`config.mk`:
```
export PLATFORM = sky130hd
export DESIGN_NAME = mmu_rsp_merger
export DESIGN_NICKNAME = d
export VERILOG_FILES = /design/src/rtl/mmu_rsp_merger_pkg.sv /design/src/rtl/rsp_showahead_fifo.sv /design/src/rtl/mmu_rsp_merger.sv
export SDC_FILE = /design/constraint.sdc
export NUM_CORES = 1
export LEC_CHECK = 0
export ABC_AREA = 1
export BUFFER_PORTS_ARGS = -buffer_cell sky130_fd_sc_hd__buf_2
export CAP_MARGIN = 5
export CORE_MARGIN = 2
export CORE_UTILIZATION = 55
export CTS_CLUSTER_DIAMETER = 120
export CTS_CLUSTER_SIZE = 12
export DETAILED_ROUTE_END_ITERATION = 8
export GPL_TIMING_DRIVEN = 0
export PLACE_DENSITY = 0.78
export SYNTH_ARGS = -nofsm -noshare
export SYNTH_HDL_FRONTEND = slang
export SYNTH_HIERARCHICAL = 1
export SYNTH_SLANG_ARGS = --single-unit
```
`constraint.sdc`:
```
create_clock -name clk -period 3.3 [get_ports clk]
set_input_delay 0 -clock clk [delete_from_list [all_inputs] [get_ports clk]]
set_output_delay 0 -clock clk [all_outputs]
set_load 0.01 [all_outputs]
```
`src/rtl/mmu_rsp_merger_pkg.sv`:
```
// Shared widths and types for the MMU response merger.
package mmu_rsp_merger_pkg;
  localparam int REQ_ID_WIDTH       = 13;
  localparam int ALL_PAGE_IDX_WIDTH = 15;
  localparam int FAIL_REASON_WIDTH  = 3;
  localparam int FIFO_OUT_DEPTH     = 4;
  localparam int FIFO_STAT_WIDTH    = 16;

  typedef enum logic {
    SRC_ALLOC = 1'b0,
    SRC_FREE  = 1'b1
  } src_e;

  function automatic src_e other_src(input src_e s);
    return (s == SRC_ALLOC) ? SRC_FREE : SRC_ALLOC;
  endfunction
endpackage

```
`src/rtl/rsp_showahead_fifo.sv`:
```
// Show-ahead FIFO: head entry is always visible on rd_data, valid and count are registered.
// Write lands one edge later; a simultaneous read and write keeps count unchanged.
module rsp_showahead_fifo #(
  parameter int W     = 8,
  parameter int DEPTH = 4,
  localparam int AW   = $clog2(DEPTH),
  localparam int CW   = AW + 1
) (
  input  logic          clk,
  input  logic          rst_n,
  input  logic          wr_en,
  input  logic [W-1:0]  wr_data,
  input  logic          rd_en,
  output logic [W-1:0]  rd_data,
  output logic [CW-1:0] count,
  output logic          valid
);
  logic [W-1:0]  mem [DEPTH];
  logic [AW-1:0] wr_ptr, rd_ptr;
  logic          do_wr, do_rd;
  logic [CW-1:0] count_nxt;

  always_comb begin
    do_rd     = rd_en && valid;
    do_wr     = wr_en && ((count != CW'(DEPTH)) || do_rd);
    count_nxt = count + CW'(do_wr) - CW'(do_rd);
  end

  always_ff @(posedge clk) begin
    if (!rst_n) begin
      wr_ptr <= '0;
      rd_ptr <= '0;
      count  <= '0;
      valid  <= 1'b0;
    end else begin
      if (do_wr) wr_ptr <= wr_ptr + AW'(1);
      if (do_rd) rd_ptr <= rd_ptr + AW'(1);
      count <= count_nxt;
      valid <= (count_nxt != '0);
    end
  end

  always_ff @(posedge clk) begin
    if (do_wr) mem[wr_ptr] <= wr_data;
  end

  assign rd_data = mem[rd_ptr];
endmodule

```
`src/rtl/mmu_rsp_merger.sv`:
```
// Merges alloc/free response FIFOs into one tagged valid/ready stream with round-robin pops.
// Pop-to-rsp_valid is 2 cycles; pops are credit-gated so a low rsp_ready only stalls, never drops.
module mmu_rsp_merger
  import mmu_rsp_merger_pkg::*;
#(
  parameter int ID_W       = REQ_ID_WIDTH,
  parameter int PAGE_IDX_W = ALL_PAGE_IDX_WIDTH,
  parameter int REASON_W   = FAIL_REASON_WIDTH,
  parameter int OUT_DEPTH  = FIFO_OUT_DEPTH,
  parameter int STAT_W     = FIFO_STAT_WIDTH
) (
  input  logic                  clk,
  input  logic                  rst_n,
  input  logic                  alloc_rsp_fifo_not_empty,
  output logic                  alloc_rsp_pop,
  input  logic [ID_W-1:0]       alloc_rsp_id,
  input  logic [PAGE_IDX_W-1:0] alloc_rsp_page_idx,
  input  logic                  alloc_rsp_fail,
  input  logic [REASON_W-1:0]   alloc_rsp_fail_reason,
  input  logic                  free_rsp_fifo_not_empty,
  output logic                  free_rsp_pop,
  input  logic [ID_W-1:0]       free_rsp_id,
  input  logic                  free_rsp_fail,
  input  logic [REASON_W-1:0]   free_rsp_fail_reason,
  output logic                  rsp_valid,
  input  logic                  rsp_ready,
  output logic                  rsp_is_free,
  output logic [ID_W-1:0]       rsp_id,
  output logic [PAGE_IDX_W-1:0] rsp_page_idx,
  output logic                  rsp_fail,
  output logic [REASON_W-1:0]   rsp_fail_reason,
  output logic [STAT_W-1:0]     stat_alloc_ok,
  output logic [STAT_W-1:0]     stat_alloc_fail,
  output logic [STAT_W-1:0]     stat_free_ok,
  output logic [STAT_W-1:0]     stat_free_fail
);
  localparam int ENT_W = 2 + ID_W + PAGE_IDX_W + REASON_W;
  localparam int CNT_W = $clog2(OUT_DEPTH) + 1;
  localparam logic [STAT_W-1:0] STAT_MAX = '1;

  logic             cap_valid;
  src_e             cap_src;
  src_e             rr;
  logic             alloc_elig, free_elig, credit_ok;
  logic             pop_alloc, pop_free;
  logic [CNT_W-1:0] buf_count;
  logic             cap_is_free, cap_fail;
  logic [ENT_W-1:0] wr_data, head;

  always_comb begin
    alloc_elig = alloc_rsp_fifo_not_empty && !(cap_valid && cap_src == SRC_ALLOC);
    free_elig  = free_rsp_fifo_not_empty && !(cap_valid && cap_src == SRC_FREE);
    // The pop in flight already owns a slot: it lands in the buffer at the next edge.
    credit_ok  = rst_n && ((buf_count + CNT_W'(cap_valid)) < CNT_W'(OUT_DEPTH));
    pop_alloc  = 1'b0;
    pop_free   = 1'b0;
    if (credit_ok) begin
      if (alloc_elig && free_elig) begin
        pop_alloc = (rr == SRC_ALLOC);
        pop_free  = (rr == SRC_FREE);
      end else begin
        pop_alloc = alloc_elig;
        pop_free  = free_elig;
      end
    end
  end

  assign alloc_rsp_pop = pop_alloc;
  assign free_rsp_pop  = pop_free;

  always_ff @(posedge clk) begin
    if (!rst_n) begin
      cap_valid <= 1'b0;
      cap_src   <= SRC_ALLOC;
      rr        <= SRC_ALLOC;
    end else begin
      cap_valid <= pop_alloc || pop_free;
      if (pop_alloc || pop_free) begin
        cap_src <= pop_free ? SRC_FREE : SRC_ALLOC;
        rr      <= other_src(pop_free ? SRC_FREE : SRC_ALLOC);
      end
    end
  end

  assign cap_is_free = (cap_src == SRC_FREE);
  assign cap_fail    = cap_is_free ? free_rsp_fail : alloc_rsp_fail;
  assign wr_data     = cap_is_free
      ? {1'b1, free_rsp_id, {PAGE_IDX_W{1'b0}}, free_rsp_fail, free_rsp_fail_reason}
      : {1'b0, alloc_rsp_id, alloc_rsp_page_idx, alloc_rsp_fail, alloc_rsp_fail_reason};

  rsp_showahead_fifo #(
    .W     (ENT_W),
    .DEPTH (OUT_DEPTH)
  ) u_out_buf (
    .clk     (clk),
    .rst_n   (rst_n),
    .wr_en   (cap_valid),
    .wr_data (wr_data),
    .rd_en   (rsp_ready),
    .rd_data (head),
    .count   (buf_count),
    .valid   (rsp_valid)
  );

  assign {rsp_is_free, rsp_id, rsp_page_idx, rsp_fail, rsp_fail_reason} = head;

  always_ff @(posedge clk) begin
    if (!rst_n) begin
      stat_alloc_ok   <= '0;
      stat_alloc_fail <= '0;
      stat_free_ok    <= '0;
      stat_free_fail  <= '0;
    end else if (cap_valid) begin
      unique case ({cap_is_free, cap_fail})
        2'b00: if (stat_alloc_ok   != STAT_MAX) stat_alloc_ok   <= stat_alloc_ok   + STAT_W'(1);
        2'b01: if (stat_alloc_fail != STAT_MAX) stat_alloc_fail <= stat_alloc_fail + STAT_W'(1);
        2'b10: if (stat_free_ok    != STAT_MAX) stat_free_ok    <= stat_free_ok    + STAT_W'(1);
        2'b11: if (stat_free_fail  != STAT_MAX) stat_free_fail  <= stat_free_fail  + STAT_W'(1);
        default: ;
      endcase
    end
  end
endmodule

```
==> impl_metrics.csv <==
group,metric,value,unit
run_status,status,"finished clean",
floorplanning,die_width,136,um
grt,grt_max_degree,23,
floorplanning,rows,48,
synthesis,ys_seq_area_share,57.2,%
floorplanning,die_height,136,um
worst_hold_path,min-delay-start,"alloc_rsp_fail",
sta,max_freq,428,MHz
worst_setup_path,r2r_slack,0.96,ns
synthesis,synth_edf_count,132,
sta,setup_viol,0,
drt,avgRoutedWirePerCell,15.5,um
placement,place_congestion,0.919,
sta,worst_pin_slew,0.750,ns
clocking,path_clk_slew,0.07,ns
synthesis,yosys_register_bits,209,
drt,drtIter0Drc,651,
grt,gr-total-overflow,0,
sta,drv_slew,0,
worst_setup_path,r2r-end,"u_out_buf/valid$_SDFF_PN0_",
worst_setup_path,crit_start,"cap_valid$_SDFF_PN0_",
worst_setup_path,crit_required,3.69,ns
placement,portBuffers,153,
pwr,power.leakage,4.91,nW
drt,route.antenna.remaining_nets,0,
grt,antenna_found_initial,1,
pwr,powerDensity,567,mW/mm^2
sta,tns,0,ns
worst_setup_path,crit_chain,"nand2_1 -> ha_1 -> inv_1 -> ha_1 -> fa_1 -> nor2_1 -> nand3_1 -> nand2_1 -> inv_1",
finish,drive_gt1_share,17.3,%
grt,first_global_vias,7820,
finish,nFillCells,1338,
worst_setup_path,reg2regPathDepth,9,
sta,rsz0062_at_grt,"false",
finish,syn_to_final_growth,23.7,%
worst_setup_path,critical-path-max-stage-delay,0.53,ns
clocking,clk_latency,0.50,ns
sta,relSlewSlack,50.0,%
worst_setup_path,crit_fanout,10,
drt,drt-vias-per-instance,5.27,
worst_setup_path,endpoint_kind,"flop",
drt,num_vias,8322,
drt,drc_errors,0,
worst_setup_path,cpMaxStageDelayCell,"dfxtp_1",
drt,finalWirelength,24.5,mm
grt,grt_pass1_wl,37.9,mm
clocking,ctsHtreeMaxLevel,1,
floorplanning,core,0.0172,mm^2
drt,drtPass1Iterations,5,
worst_setup_path,cp.arrival,2.73,ns
worst_setup_path,regToRegStartpoint,"cap_valid$_SDFF_PN0_",
finish,fin_util,69.1,%
clocking,cts_buffers,21,
clocking,postCtsHoldBufs,51,
synthesis,ys_warn_count,6,
clocking,cts-root-buf,"clkbuf_16",
synthesis,async_flop_share,0,%
worst_setup_path,crit_path_start_kind,"flop",
worst_hold_path,hold_path_depth,6,
worst_hold_path,hp-class,"in -> reg",
flow_run,cap_viol_max_count,0,
sta,fin_crit,2.34,ns
clocking,clock-sinks,209,
grt,grt_usage,25.8,%
clocking,clk_path_buf_depth,3,
clocking,cts_tree,"done",
placement,hpwl,15.8,mm
worst_setup_path,worst-setup-path-type,"reg -> reg",
finish,nets,1404,
synthesis,synth_fp_nets,1173,
synthesis,syn_inst,1108,
clocking,cts_resized,0,
synthesis,synth_cell_types,39,
floorplanning,start_util,55.9,%
sta,fin_skew,0.0188,ns
sta,finalHoldViolations,0,
floorplanning,die_area,0.0186,mm^2
synthesis,netlist_area,0.00963,mm^2
sta,finalCritPeriodShare,70.8,%
pwr,peakVddDrop,0.000436,V
floorplanning,io_pins,154,
synthesis,ys.flop_type,"edfxtp_1",
synthesis,syn_area_per_cell,8.69,um^2
clocking,postCtsSetupRepairBufs,0,
worst_setup_path,endpoint,"u_out_buf/valid$_SDFF_PN0_",
registers in the layout, indices dropped and copies added (netlist names), named ones only:
| register | cells |
|---|---|
| u_out_buf/valid | 1 |
| stat_free_fail | 16 |
| stat_alloc_ok | 16 |
| u_out_buf/count | 3 |
| rr | 1 |
| u_out_buf/mem | 132 |
| cap_valid | 1 |
| u_out_buf/rd_ptr | 2 |
| u_out_buf/wr_ptr | 2 |
| cap_is_free | 1 |
| stat_free_ok | 16 |
| stat_alloc_fail | 16 |
cell usage after synthesis, types with 14 or more instances:
cell type,number,area (um^2)
nand3_1,64,320
nand2_1,261,980
edfxtp_1,132,3960
a21oi_1,41,205
buf_2,15,75.1
inv_1,98,368
nor2_1,214,803
o22ai_1,33,206
dfxtp_1,77,1540
nand4_1,14,87.6
o21ai_1,19,95.1
o21ai_0,59,295
layout by cell type, fill, tap and decap left out, types with 5 or more instances in the layout:
cell / count
edfxtp_1: 132
dlygate4sd3_1: 51
nand2_1: 261
clkbuf_16: 21
dfxtp_1: 77
buf_2: 168
nor3_1: 5
nor2_1: 210
buf_6: 10
inv_1: 98
nand4_1: 14
o21ai_1: 19
nand3_1: 64
o21ai_0: 59
ha_1: 10
o22ai_1: 33
nor2_4: 6
clkbuf_1: 22
xor2_1: 8
a21oi_1: 41
layout make-up:
type                    instances  area [um^2]  area share, %
clock inverters                 1         8.76         0.0735
inverters                     102          385           3.24
plain buffers                  41          283           2.37
clock buffers                  35          578           4.85
flip-flops and latches        209         5510           46.2
diodes                          1         2.50         0.0210
multi-input cells             756         3490           29.3
well taps                     225          282           2.36
repair buffers                208         1380           11.6
layer usage:
layer	share of wire (%)	vias to the layer above	track usage, %
met5	0	-	0
li1	-	4123	-
met1	40	3819	30.8
met4	2.1	0	7.81
met3	8.1	43	5.00
met2	50	337	46.9
worst max-delay path: cells and delay by family (launching register included):
| family | cells | cell delay, ns |
|---|---|---|
| fa+ha+maj | 3 | 1.03 |
| simple gates | 4 | 0.60 |
| flops | 1 | 0.53 |
| buf+inv | 2 | 0.08 |
report_power, final:
group / switching, W / internal, W
clock network: 0.000958 / 0.00119
logic: 0.000909 / 0.000545
registers: 0.0000969 / 0.00306
total: 0.00196 / 0.00479
worst min-delay path by stage:
stage,end
after floorplan,u_out_buf/count[0]$_SDFF_PN0_
after global placement,u_out_buf/count[1]$_SDFF_PN0_
after detailed placement,u_out_buf/wr_ptr[1]$_SDFFE_PN0P_
after CTS,cap_valid$_SDFF_PN0_
after global routing,cap_valid$_SDFF_PN0_
final,stat_alloc_fail[0]$_SDFFE_PN0P_
kinds of logic (layout without fill, tap and decap cells):
group / count (synthesis) / in the layout / synth area share [%]
other cells: 0 / 1 / 0
xor+xnor: 11 / 11 / 1.00
buf+inv: 143 / 387 / 6.94
fa+ha+maj: 11 / 11 / 1.51
flops: 209 / 209 / 57.2
compound gates: 158 / 158 / 8.85
simple gates: 576 / 576 / 24.6
per-stage QoR:
stage | power, W | std cells | worst slack [ns] | hold slack [ns] | area [um^2]
finish | 0.00676 | 1578 | 0.964 | 0.0193 | 11900
global route | 0.00705 | 1578 | 0.755 | 0.0705 | 11900
CTS | 0.00677 | 1577 | 0.927 | 0.00547 | 11900
detailed placement | 0.00458 | 1490 | 0.934 | 0.327 | 10800
global placement | 0.00449 | 1486 | -0.344 | 0.323 | 10700
floorplan | 0.00403 | 1108 | 0.753 | 0.0976 | 9630
Note: power is estimated with default switching activity, not from simulation.
